### config.mk
export PLATFORM = sky130hd
export DESIGN_NAME = cheri_dmem_sram_bridge
export DESIGN_NICKNAME = d
export VERILOG_FILES = /design/src/rtl/cheri_dmem_sram_bridge.sv
export SDC_FILE = /design/constraint.sdc
export NUM_CORES = 1
export LEC_CHECK = 0
export ABC_AREA = 1
export CAP_MARGIN = 20
export CORE_AREA = 3 3 100 102
export DETAILED_ROUTE_END_ITERATION = 12
export DIE_AREA = 0 0 103 105
export PLACE_DENSITY = 0.78
export SYNTH_ARGS = -nofsm -noshare
export SYNTH_HDL_FRONTEND = slang
export SYNTH_SLANG_ARGS = --single-unit
### constraint.sdc
create_clock -name clk_i -period 2.1 [get_ports clk_i]
set_input_delay 0.315 -clock clk_i [delete_from_list [all_inputs] [get_ports clk_i]]
set_output_delay 0.315 -clock clk_i [all_outputs]
set_load 0.005 [all_outputs]
### src/rtl/cheri_dmem_sram_bridge.sv
// CHERI data-memory to single-port tagged SRAM bridge.
// Revocation-map reads take priority; data responses arrive one cycle after grant.
module cheri_dmem_sram_bridge #(
  parameter logic [31:0] MemBase  = 32'h200F_0000,
  parameter int unsigned MemWords = 16384
) (
  input  logic        clk_i,
  input  logic        rstn_i,
  input  logic        data_req_i,
  output logic        data_gnt_o,
  input  logic        data_we_i,
  input  logic        data_is_cap_i,
  input  logic [3:0]  data_be_i,
  input  logic [31:0] data_addr_i,
  input  logic [32:0] data_wdata_i,
  output logic        data_rvalid_o,
  output logic [32:0] data_rdata_o,
  output logic        data_err_o,
  input  logic        tsmap_cs_i,
  input  logic [13:0] tsmap_addr_i,
  output logic [32:0] tsmap_rdata_o,
  output logic        sram_cs_o,
  output logic        sram_we_o,
  output logic [13:0] sram_addr_o,
  output logic [3:0]  sram_be_o,
  output logic [32:0] sram_wdata_o,
  input  logic [32:0] sram_rdata_i,
  output logic [15:0] conflict_cnt_o
);

  localparam logic [32:0] LP_LO = {1'b0, MemBase};
  localparam logic [32:0] LP_HI = {1'b0, MemBase} + 33'(4 * MemWords);

  logic        w_gnt;
  logic        w_in_range;
  logic        w_cap_bad;
  logic        w_err;
  logic        w_acc;
  logic        r_rvalid;
  logic        r_err;
  logic        r_rd;
  logic        r_cap;
  logic        r_ts;
  logic [15:0] r_cnt;

  assign w_gnt      = data_req_i & ~tsmap_cs_i;
  assign w_in_range = ({1'b0, data_addr_i} >= LP_LO)
                    & ({1'b0, data_addr_i} <  LP_HI);
  assign w_cap_bad  = data_is_cap_i
                    & ((data_addr_i[1:0] != 2'b00) | (data_be_i != 4'hF));
  assign w_err      = ~w_in_range | w_cap_bad;
  assign w_acc      = w_gnt & ~w_err;

  assign data_gnt_o = w_gnt;

  // Steer the SRAM port: revocation map first, then a legal data access.
  always_comb begin
    sram_cs_o    = 1'b0;
    sram_we_o    = 1'b0;
    sram_addr_o  = '0;
    sram_be_o    = '0;
    sram_wdata_o = '0;
    unique case (1'b1)
      tsmap_cs_i: begin
        sram_cs_o   = 1'b1;
        sram_addr_o = tsmap_addr_i;
      end
      w_acc: begin
        sram_cs_o   = 1'b1;
        sram_we_o   = data_we_i;
        sram_addr_o = 14'((data_addr_i - MemBase) >> 2);
        sram_be_o   = data_be_i;
        if (data_we_i) begin
          sram_wdata_o = {data_is_cap_i & data_wdata_i[32],
                          data_wdata_i[31:0]};
        end
      end
      default: ;
    endcase
  end

  // One-stage response pipeline and saturating conflict counter.
  always_ff @(posedge clk_i or negedge rstn_i) begin
    if (!rstn_i) begin
      r_rvalid <= 1'b0;
      r_err    <= 1'b0;
      r_rd     <= 1'b0;
      r_cap    <= 1'b0;
      r_ts     <= 1'b0;
      r_cnt    <= '0;
    end else begin
      r_rvalid <= w_gnt;
      r_err    <= w_gnt & w_err;
      r_rd     <= w_acc & ~data_we_i;
      r_cap    <= data_is_cap_i;
      r_ts     <= tsmap_cs_i;
      if (data_req_i & tsmap_cs_i & (r_cnt != 16'hFFFF)) begin
        r_cnt <= r_cnt + 16'd1;
      end
    end
  end

  assign data_rvalid_o  = r_rvalid;
  assign data_err_o     = r_err;
  assign data_rdata_o   = r_rd ? {r_cap & sram_rdata_i[32],
                                  sram_rdata_i[31:0]} : '0;
  assign tsmap_rdata_o  = r_ts ? sram_rdata_i : '0;
  assign conflict_cnt_o = r_cnt;

endmodule
# After elaboration in Yosys (flattened, before gate mapping)
# Index checks and enable logic that the tools add are counted.
[word_totals]
register_bits = 21
inputBits = 122
out_inout_bits = 138
wordCells = 38
[classes]
add_sub_neg = 2
magnitude_cmp = 2
n_eq_ne = 2
muxes = 8
bitwise_logic = 16
reduce_logical = 2
[op_table]
columns = ["op", "count"]
rows = [
  ["$mux W33", 4],
  ["$ge A32 B30 Y1 const B", 1],
  ["$lt A32 B30 Y1 const B", 1],
  ["$pmux W14 S2", 1],
  ["$add A16 B1 Y16 const B", 1],
  ["$ne A16 B16 Y1 const B", 1],
  ["$sub A16 B1 Y16 const B", 1],
  ["$and A1 B1 Y1", 10],
  ["$mux W4", 1],
  ["$ne A4 B4 Y1 const B", 1],
  ["$not A1 Y1", 4],
  ["$mux W1", 2],
  ["$or A1 B1 Y1", 2],
  ["$reduce_bool A2 Y1", 1],
  ["$reduce_or A2 Y1", 1],
]

# Logic depth before layout (Yosys ltp)
[depth]
ltp_word = 8
ltp_mapped = 9
ltp_nobuf = 9

# Least setup slack after synthesis
# OpenSTA, ideal clock, no wires.
[synth_timing]
path_kind = "flip-flop to flip-flop"
start = "register r_cnt[0] (netlist: conflict_cnt_o[0])"
end = "register r_cnt[13] (netlist: conflict_cnt_o[13])"
setup_ns = 0.116
t_arrival_ns = 1.382
t_required_ns = 1.984
setup_slack_ns = 0.602
path_stages_with_launch = 10
n_path_buf = 1
synth_period_minus_slack_ns = 1.498
path_cell_list = "dfrtp_1 ha_1 inv_2 nor2_4 nand2_4 nor2_2 nor2_2 buf_6 nand2_1 nand2_1"
[synth_via]
elab_chain_cells = 2
elab_cells_between_ends = 3
cone_classes = "add/sub: 1; eq/ne: 1; bitwise: 1"
[synth_rtl]
columns = ["element", "line_no", "text"]
rows = [
  ["from (decl)", "44", "logic [15:0] r_cnt;"],
  ["from (signal assigned)", "98", "r_cnt <= r_cnt + 16'd1;"],
  ["parallel branches: the longest is 2 deep, another holds $add A16 B1 Y16", "n/a", ""],
]
# Parallel ways; which one is timed is not known.
# A chain may end at the register's enable or synchronous reset.

# Final worst setup path
[layout_timing]
start = "input data_req_i"
end = "output sram_addr_o[6]"
[layout_via]
elab_chain_cells = 3
[layout_rtl]
columns = ["element", "line_no", "text"]
rows = [
  ["from (decl)", "9", "input logic data_req_i,"],
  ["$and A1 B1 Y1", "46", "assign w_gnt = data_req_i & ~tsmap_cs_i;"],
  ["$and A1 B1 Y1", "52", "assign w_acc = w_gnt & ~w_err;"],
  ["$pmux W14 S2", "63", "unique case (1'b1)"],
  ["to (decl)", "24", "output logic [13:0] sram_addr_o,"],
]
# Every way passes these cells.

==> flow_summary.json <==
{
  "status": "complete, but fails checks",
  "failed_checks": "setup timing",
  "syn_inst": 448,
  "dr.pass1.iters": 6,
  "drive_above_1_share_pct": 15.2,
  "wire_per_inst_um": 14.1,
  "fin_crit_ns": 2.17,
  "clk_latency_ns": 0.26,
  "p_clk_share_pct": 16.7,
  "hold_path_class": "input port to async pin",
  "cts_buffers": 3,
  "coreArea_sq_mm": 0.00920,
  "path_buf_inv": 4,
  "tritoncts": "yes",
  "synth_area_sq_mm": 0.00237,
  "cp_cell_sequence": "clkdlybuf4s50_1 > nand2_2 > inv_4 > buf_6 > nand4_1 > nand2_1 > clkdlybuf4s50_1",
  "drc": 0,
  "critPathSlowestCell": "clkdlybuf4s50_1",
  "dieWidth_um": 103,
  "start_util_pct": 25.7,
  "fillers": 836,
  "cp-start-kind": "input port",
  "max-cap-violations": 0,
  "hold_violations": 0,
  "final_nets": 850,
  "r2r_slack_ns": 0.41,
  "max_stage_delay_ns": 0.50,
  "finalWirelength_um": 11800,
  "yosysUniqueCellTypes": 24,
  "synth_nets": 571,
  "synth_area_per_cell_sq_um": 5.28,
  "clockBufferDepth": 2,
  "die-area_sq_mm": 0.0108,
  "clock_skew_ns": 0.00231,
  "grt_pass1_vias": 3528,
  "grt_usage_pct": 20.0,
  "p_comb_share_pct": 48.2,
  "dieHeight_um": 105,
  "io_buffers": 259,
  "clkTransAtPathRegs_ns": 0.08,
  "cp_common_cell": "clkdlybuf4s50_1",
  "vias_per_cell": 4.41,
  "yosysWarningCount": 0,
  "crit_family": "buffers and inverters",
  "final.setup.worst_slack_ns": -0.0677,
  "antenna_found_initial": 0,
  "cts_hold_buf": 0,
  "place_ws_ns": -0.446,
  "synth_seq_cells": 21,
  "rows": 35,
  "p_seq_share_pct": 35.1,
  "critPathRequiredTime_ns": 1.78,
  "ctsHtreeMaxLevel": 1,
  "hpwl_um": 9480,
  "drtIter0Drc": 172,
  "vias": 3693,
  "rr_worst_depth": 9,
  "timing.fmax_mhz": 461,
  "rr_startpoint": "conflict_cnt_o[0]",
  "io_pins": 260,
  "critPathCaptureType": "primary output",
  "crit_arrival_ns": 1.85,
  "cts-root-buf": "clkbuf_8",
  "cts.sinks": 21,
  "p_switching_uw": 540,
  "gr-total-overflow": 0,
  "p_leak_uw": 0.00310,
  "grt_max_degree": 34,
  "syn_to_final_growth_pct": 124,
  "finalSetupViolCount": 1,
  "rsz0062_at_grt": "true",
  "power.internal_uw": 1080,
  "gp_congestion": 0.838,
  "worst_pin_slew_ns": 0.368,
  "fin_setup_tns_ns": -0.0677,
  "diodes": 0,
  "worst-path-max-fanout": 13,
  "netSwitchingFraction_pct": 33.4,
  "slew_violations": 0,
  "slew_headroom_pct": 75.4,
  "placed_cells": 818,
  "peakVddDrop_v": 0.000235,
  "ys_seq_area_share_pct": 22.2,
  "grt_pass1_wl_um": 17300,
  "fin_cells": 837,
  "fin_crit_sh_pct": 103,
  "crit_type": "input port to primary output",
  "cellPowerDensity_mw_per_mm2": 305,
  "r2r_end": "conflict_cnt_o[10]",
  "ant_nets": 0
}
==> metrics by stage <==
stage          instance area [sq um]  hold slack (ns)  utilization [%]  power [uW]
6_report                        5310            0.388             57.8        1620
3_5_place_dp                    5140            0.563             55.9        1360
4_1_cts                         5300            0.396             57.6        1620
2_1_floorplan                   2370           0.0194                -         810
3_3_place_gp                    5140            0.540             55.9        1350
5_1_grt                         5310            0.408             57.8        1730
==> worst max-delay path by stage <==
stage,end,cells after the start,from
after floorplan,conflict_cnt_o[13],9,conflict_cnt_o[0]
after CTS,sram_cs_o,8,data_addr_i[0]
after global routing,sram_addr_o[6],9,data_be_i[0]
after detailed placement,sram_cs_o,8,data_be_i[0]
after global placement,sram_wdata_o[6],9,data_be_i[3]
final,sram_addr_o[6],7,data_req_i
==> metal layers <==
| metal | GRT usage, % | vias up | share of wire (%) |
|---|---|---|---|
| li1 | - | 1843 | - |
| met1 | 22.2 | 1625 | 37 |
| met2 | 36.5 | 197 | 51 |
| met3 | 5.27 | 28 | 9.7 |
| met4 | 5.74 | 0 | 2.8 |
| met5 | 0 | - | 0 |
==> synthesized netlist by cell type, drive strengths merged <==
| cell | instances | area (sq um) |
|---|---|---|
| nand2 | 176 | 671 |
| inv | 120 | 450 |
| nor2 | 65 | 272 |
| dfrtp | 21 | 526 |
| nand4 | 20 | 140 |
| clkbuf | 10 | 37.5 |
| buf | 8 | 71.3 |
| nand3 | 8 | 40.0 |
| o21ai | 8 | 47.6 |
| xnor2 | 5 | 43.8 |
| xor2 | 2 | 17.5 |
| a21oi | 1 | 5.00 |
| and3 | 1 | 6.26 |
| ha | 1 | 12.5 |
| nand3b | 1 | 7.51 |
| o21bai | 1 | 18.8 |
==> final cells by class <==
type | count | area (sq um) | area share [%]
multi-input cells | 289 | 1380 | 26.0
flip-flops and latches | 21 | 526 | 9.89
clock buffers | 4 | 45.0 | 0.848
inverters | 120 | 453 | 8.53
repair buffers | 292 | 2770 | 52.1
well taps | 111 | 139 | 2.61
==> cell usage in the layout (no fill, tap or decap), types with 7 or more instances in the layout <==
| master | instances |
|---|---|
| clkdlybuf4s50_1 | 184 |
| nand2_1 | 172 |
| inv_1 | 118 |
| nor2_1 | 43 |
| clkbuf_2 | 24 |
| dfrtp_1 | 21 |
| dlygate4sd2_1 | 20 |
| buf_4 | 20 |
| nand4_1 | 19 |
| buf_2 | 14 |
| nor2_2 | 12 |
| nor2_4 | 10 |
| clkdlybuf4s15_1 | 8 |
| dlymetal6s2s_1 | 7 |
| buf_6 | 7 |
==> flip-flops by register name (all words and copies together), names as in the netlist <==
register        count
conflict_cnt_o     16
r_cap               1
r_rd                1
data_err_o          1
r_ts                1
data_rvalid_o       1
==> kinds of logic after synthesis <==
family	Yosys count	synth area share (%)
XOR/XNOR	7	2.59
flip-flops	21	22.2
AO/OA/AOI/OAI	10	3.01
AND/OR/NAND/NOR	271	48.0
buffers and inverters	138	23.6
adder cells (fa/ha/maj)	1	0.529
==> repair_timing <==
action | in CTS | in global routing
resized for setup | 129 | 94
pin swaps | 1 | 20
buffers inserted | 7 | 5
hold endpoints to repair | 0 | 0
cloned | 3 | 2
endpoints found under the setup margin | 54 | 52
==> power groups by stage <==
stage          logic [uW]  registers [uW]  clock network [uW]
3_5_place_dp          788             573                   0
4_1_cts               776             566                 277
6_report              780             567                 271
2_1_floorplan         252             558                   0
5_1_grt               854             579                 297
3_3_place_gp          773             573                   0
No activity file was read; power rests on OpenSTA's default activity.
==> RTL edit 1 (same flow settings) <==
Put one more register stage on the output `conflict_cnt_o`, cleared by the reset. The value now appears one clock later. The other outputs are not delayed to match.
--- a/src/rtl/cheri_dmem_sram_bridge.sv
+++ b/src/rtl/cheri_dmem_sram_bridge.sv
@@ -105,6 +105,12 @@
   assign data_rdata_o   = r_rd ? {r_cap & sram_rdata_i[32],
                                   sram_rdata_i[31:0]} : '0;
   assign tsmap_rdata_o  = r_ts ? sram_rdata_i : '0;
-  assign conflict_cnt_o = r_cnt;
+  always_ff @(posedge clk_i or negedge rstn_i) begin
+    if (!rstn_i) begin
+      conflict_cnt_o <= '0;
+    end else begin
+      conflict_cnt_o <= r_cnt;
+    end
+  end
 
 endmodule
Check against the original RTL: not equivalent (a bounded check fails within 4 cycles, from zero or initial values and one cycle with rstn_i low).
==> RTL edit 1 against the original RTL <==
Sequential cell count up 16. Synthesized area up 15%. Routed wire length up 6.8%. Power up 30%. Clock power up 120%. Setup slack better by 0.16 ns. Via count up 1.4%. Highest routed layer unchanged. Cell area up 6.8%.
==> RTL edit 1: results (changes against the original RTL) <==
| Metric | Value |
|---|---|
| Outcome | completed (was finished with violations) |
| Weighted congestion at the end of routability-driven global placement | 0.895 (was 0.838) |
| Wire length of the first global-routing pass | 18.8 mm (was 17.3 mm) |
| Largest net degree at the start of global routing | 38 (was 34) |
| Arrival time at the worst endpoint | 1.69 ns (was 1.85 ns) |
| Count of buffers inserted at the top-level ports | 259 (unchanged) |
| Portion of the post-synthesis area used by sequential elements | 33.9% (was 22.2%) |
| Post-Place Worst Slack | -0.459 ns (was -0.446 ns) |
| Number of synthesized flops with an enable pin | 0 (unchanged) |
| Largest stage delay, worst path | 0.51 ns |
| CTS Buffer Depth | 2 (unchanged) |
| Worst-case vdd ir drop | 0.321 mV (was 0.235 mV) |
| Fraction of final layout cells sized beyond drive strength 1 | 16.6% (was 15.2%) |
| Antenna violations before repair | 1 (was 0) |
| TritonCTS clock tree | yes (unchanged) |
| First DRT Iteration DRCs | 195 (was 172) |
| Root buffer selected by CTS | clkbuf_8 (unchanged) |
| Vias after detailed routing | 3745 (was 3693) |
| Synthesized Nets | 592 (was 571) |
| Class of the tightest hold or removal check | in -> async (unchanged) |
| Wire length on met1 | 4.94 mm (was 4.33 mm) |
| Largest fanout on the critical path | 16 (was 13) |
| Detail Placement HPWL | 10.1 mm (was 9.48 mm) |
| CTS HTree Levels | 2 (was 1) |
| Uppermost signal routing layer after detailed routing | met4 (unchanged) |
| Number of global-route vias before repair | 3813 (was 3528) |
| Commonest cells in the netlist | nand2_1 (183), inv_1 (119), nor2_1 (59) (was nand2_1 (174), inv_1 (118), nor2_1 (60)) |
| Routed wl met2 | 5.86 mm (was 5.99 mm) |
| Distinct cell type count of the synthesized netlist | 24 (unchanged) |
| Largest registers | conflict_cnt_o (16), r_cnt (16) |
| Clock transition time at the flip-flop clock pins of the worst setup and hold paths | 0.07 ns |
| Crit-path slowest cell | clkdlybuf4s50_1 (unchanged) |
| Yosys warning total | 0 (unchanged) |
| Leakage power total | 3.25 nW (was 3.10 nW) |
| Global-route usage over all layers | 22.1% (was 20.0%) |
| Length of the first detailed-routing pass in iterations | 4 (was 6) |
| Total CTS buffers | 5 (was 3) |
| Clock latency on the worst-skew pair | 0.29 ns (was 0.26 ns) |
| Main area contributors after synthesis | dfrtp_1 (34%), nand2_1 (25%), inv_1 (16%) (was nand2_1 (28%), dfrtp_1 (22%), inv_1 (19%)) |
| FFs w/ async S/R, synth | 100% (unchanged) |
| Total Nets Final | 868 (was 850) |
| Total global routing overflow | 0 (unchanged) |
| Layout Skew | 0.00692 ns (was 0.00231 ns) |
| Detailed Route WL | 12.6 mm (was 11.8 mm) |
| Detail Route met3 WL | 1.41 mm (was 1.15 mm) |
| Main synth FF type | dfrtp_1 (unchanged) |
| Normalized max-slew margin | 45.7% (was 75.4%) |
-- RTL edit 1: cell count changes in the layout (fill, tap and decap cells not counted), moves of 5 or more --
cell | unedited run | this run
dfrtp_1 | 21 | 37
nand2_1 | 172 | 182
dlymetal6s2s_1 | 7 | 0
clkbuf_2 | 24 | 29
nor2_1 | 43 | 37
buf_2 | 14 | 23
clkdlybuf4s15_1 | 8 | 3
buf_4 | 20 | 11
nor2_2 | 12 | 17
-- RTL edit 1: kinds of logic after synthesis --
group,share of synthesized area (%)
xor+xnor,2.24
simple gates,42.4
fa+ha+maj,0.458
compound gates,1.05
flops,33.9
buf+inv,19.9
-- RTL edit 1: worst paths after layout --
check | cells past startpoint | endpoint | slack, ns | start
hold / removal | 1 | conflict_cnt_o[1] | 0.11 | rstn_i
setup reg to reg | 8 | r_cnt[9] | 0.22 | r_cnt[0]
setup / recovery | 6 | data_gnt_o | 0.1 | tsmap_cs_i
min in group clk_i | 0 | conflict_cnt_o[14] | 0.46 | r_cnt[14]
hold reg to reg | 0 | conflict_cnt_o[14] | 0.46 | r_cnt[14]
max in group asynchronous | 1 | r_cnt[9] | 1.47 | rstn_i
-- RTL edit 1: what timing repair did --
action	4_1_cts	5_1_grt
buffers inserted	12	0
pin swaps	18	9
gates resized for setup	203	47
setup endpoints to repair	53	50
gates cloned	3	0
-- RTL edit 1: final cells by class --
type                            instances  area, um^2
Tap cell                              111         139
Fill cell                             830        3520
Antenna cell                            1        2.50
Timing Repair Buffer                  287        2680
Clock buffer                            6        72.6
Sequential cell                        37         926
Inverter                              122         458
Multi-Input combinational cell        292        1350
Clock inverter                          2        38.8
-- RTL edit 1: where the power goes --
group / internal, mW / leakage, nW / switching, mW / total (mW)
combinational: 0.397 / 2.70 / 0.244 / 0.641
clock: 0.356 / 0.0554 / 0.252 / 0.608
sequential: 0.782 / 0.500 / 0.0660 / 0.848
-- RTL edit 1: critical path: cells and delay by family --
kind,cells,cell delay (ns)
buf+inv,5,1.30
simple gates,1,0.07
-- RTL edit 1: through the flow --
stage / area [um^2] / power, mW / instances / hold slack [ns] / util [%]
4_1_cts: 5800 / 2.12 / 858 / 0.145 / 63.0
5_1_grt: 5670 / 2.22 / 858 / 0.177 / 61.7
3_3_place_gp: 5540 / 1.50 / 836 / 0.435 / 60.2
3_5_place_dp: 5540 / 1.51 / 836 / 0.437 / 60.2
2_1_floorplan: 2730 / 1.03 / 469 / 0.0194 / -
6_report: 5670 / 2.10 / 858 / 0.111 / 61.7
-- RTL edit 1: layer usage --
layer  vias up  GRT usage [%]
li1       1887              -
met1      1643           26.1
met2       186           36.8
met3        29           7.94
met4         0           7.12
met5         -              0
==> RTL edit 2 (config.mk and constraints unchanged) <==
Without the edit above. `MemWords`: 16384 -> 12288.
--- a/src/rtl/cheri_dmem_sram_bridge.sv
+++ b/src/rtl/cheri_dmem_sram_bridge.sv
@@ -2,7 +2,7 @@
 // Revocation-map reads take priority; data responses arrive one cycle after grant.
 module cheri_dmem_sram_bridge #(
   parameter logic [31:0] MemBase  = 32'h200F_0000,
-  parameter int unsigned MemWords = 16384
+  parameter int unsigned MemWords = 12288
 ) (
   input  logic        clk_i,
   input  logic        rstn_i,
Behaviour: not the same (a bounded check fails within 4 cycles, from zero or initial values and one cycle with rstn_i low).
==> RTL edit 2 against the original RTL <==
Count of clock-buffer cells in the layout stayed put. Combinational power down 9.0%. Setup slack improved by 0.14 ns. Critical path type unchanged. Cell area decreased by 2.0%. Via count decreased by 4.3%. Die area did not move. Synthesized area decreased by 4.3%. Power shrank 6.0%. Routed wire length rose by 4.9%. Register-to-register slack worse by 0.11 ns. Critical path depth is 4 higher. Critical endpoint is now sram_wdata_o[10]. Sequential cell count did not move.
==> RTL edit 2: results (changes against the original RTL) <==
| Metric | Value |
|---|---|
| GR Util met3 | 7.88% (was 5.27%) |
| Leakage power total | 3.07 nW (was 3.10 nW) |
| Tightest hold margin | 0.403 ns (was 0.388 ns) |
| Met1 demand-to-capacity share in global routing | 26.3% (was 22.2%) |
| Fraction of final layout cells sized beyond drive strength 1 | 17.1% (was 15.2%) |
| GR met2 Demand/Resource | 38.2% (was 36.5%) |
| Power per Cell Area | 292 nW/um^2 (was 305 nW/um^2) |
| Mean routed wirelength per cell | 14.9 um (was 14.1 um) |
| Total Nets Final | 843 (was 850) |
| Largest stage delay, worst path | 0.21 ns (was 0.50 ns) |
| Weighted congestion at the end of routability-driven global placement | 0.870 (was 0.838) |
| Detail Route met3 WL | 1.43 mm (was 1.15 mm) |
| Outcome | completed (was finished with violations) |
| Arrival time at the worst endpoint | 1.71 ns (was 1.85 ns) |
| Commonest cells in the netlist | nand2_1 (168), inv_1 (118), nor2_1 (65) (was nand2_1 (174), inv_1 (118), nor2_1 (60)) |
| Post-Place Cell Area | 5070 um^2 (was 5140 um^2) |
| Number of buffers inserted by post-CTS setup repair | 12 (was 7) |
| Portion of the post-synthesis area used by sequential elements | 23.2% (was 22.2%) |
| Wire length of the first global-routing pass | 18.7 mm (was 17.3 mm) |
| Switching power of the nets | 484 uW (was 540 uW) |
| Portion of total power attributed to sequential cells | 35.7% (was 35.1%) |
| P_clk | 267 uW (was 271 uW) |
| First DRT Iteration DRCs | 168 (was 172) |
| Destination of the critical timing path | sram_wdata_o[10] (was sram_addr_o[6]) |
| Layout Skew | 0.00195 ns (was 0.00231 ns) |
| Routed via count divided by cell count | 4.26 (was 4.41) |
| Synthesized Nets | 564 (was 571) |
| Main area contributors after synthesis | nand2_1 (28%), dfrtp_1 (23%), inv_1 (20%) (was nand2_1 (28%), dfrtp_1 (22%), inv_1 (19%)) |
RTL edit 2: changes by cell type in the layout (fill, tap and decap cells not counted), moves of 4 or more:
cell             change
buf_2               +22
nand4_1             -17
nand3_1             +14
clkbuf_2            -13
nand2_1             -10
dlygate4sd2_1        +6
dlymetal6s2s_1       -6
nor2_2               +6
clkdlybuf4s15_1      -4
clkdlybuf4s50_1      -4
xor2_1               +4
RTL edit 2: cell type report:
cell class	instances	area [um^2]
clock buffer	4	45.0
fill	879	3990
sequential	21	526
tap	111	139
timing repair buffer	292	2720
multi-input combinational	282	1330
inverter	120	450
RTL edit 2: logic make-up after synthesis:
group	after synthesis	share of synthesized area, %
and+or+nand+nor	261	46.0
adders and majority gates	1	0.553
buffers and inverters	138	24.0
xor gates and xnor gates	9	3.48
DFF	21	23.2
AOI/OAI and AO/OA	11	2.71
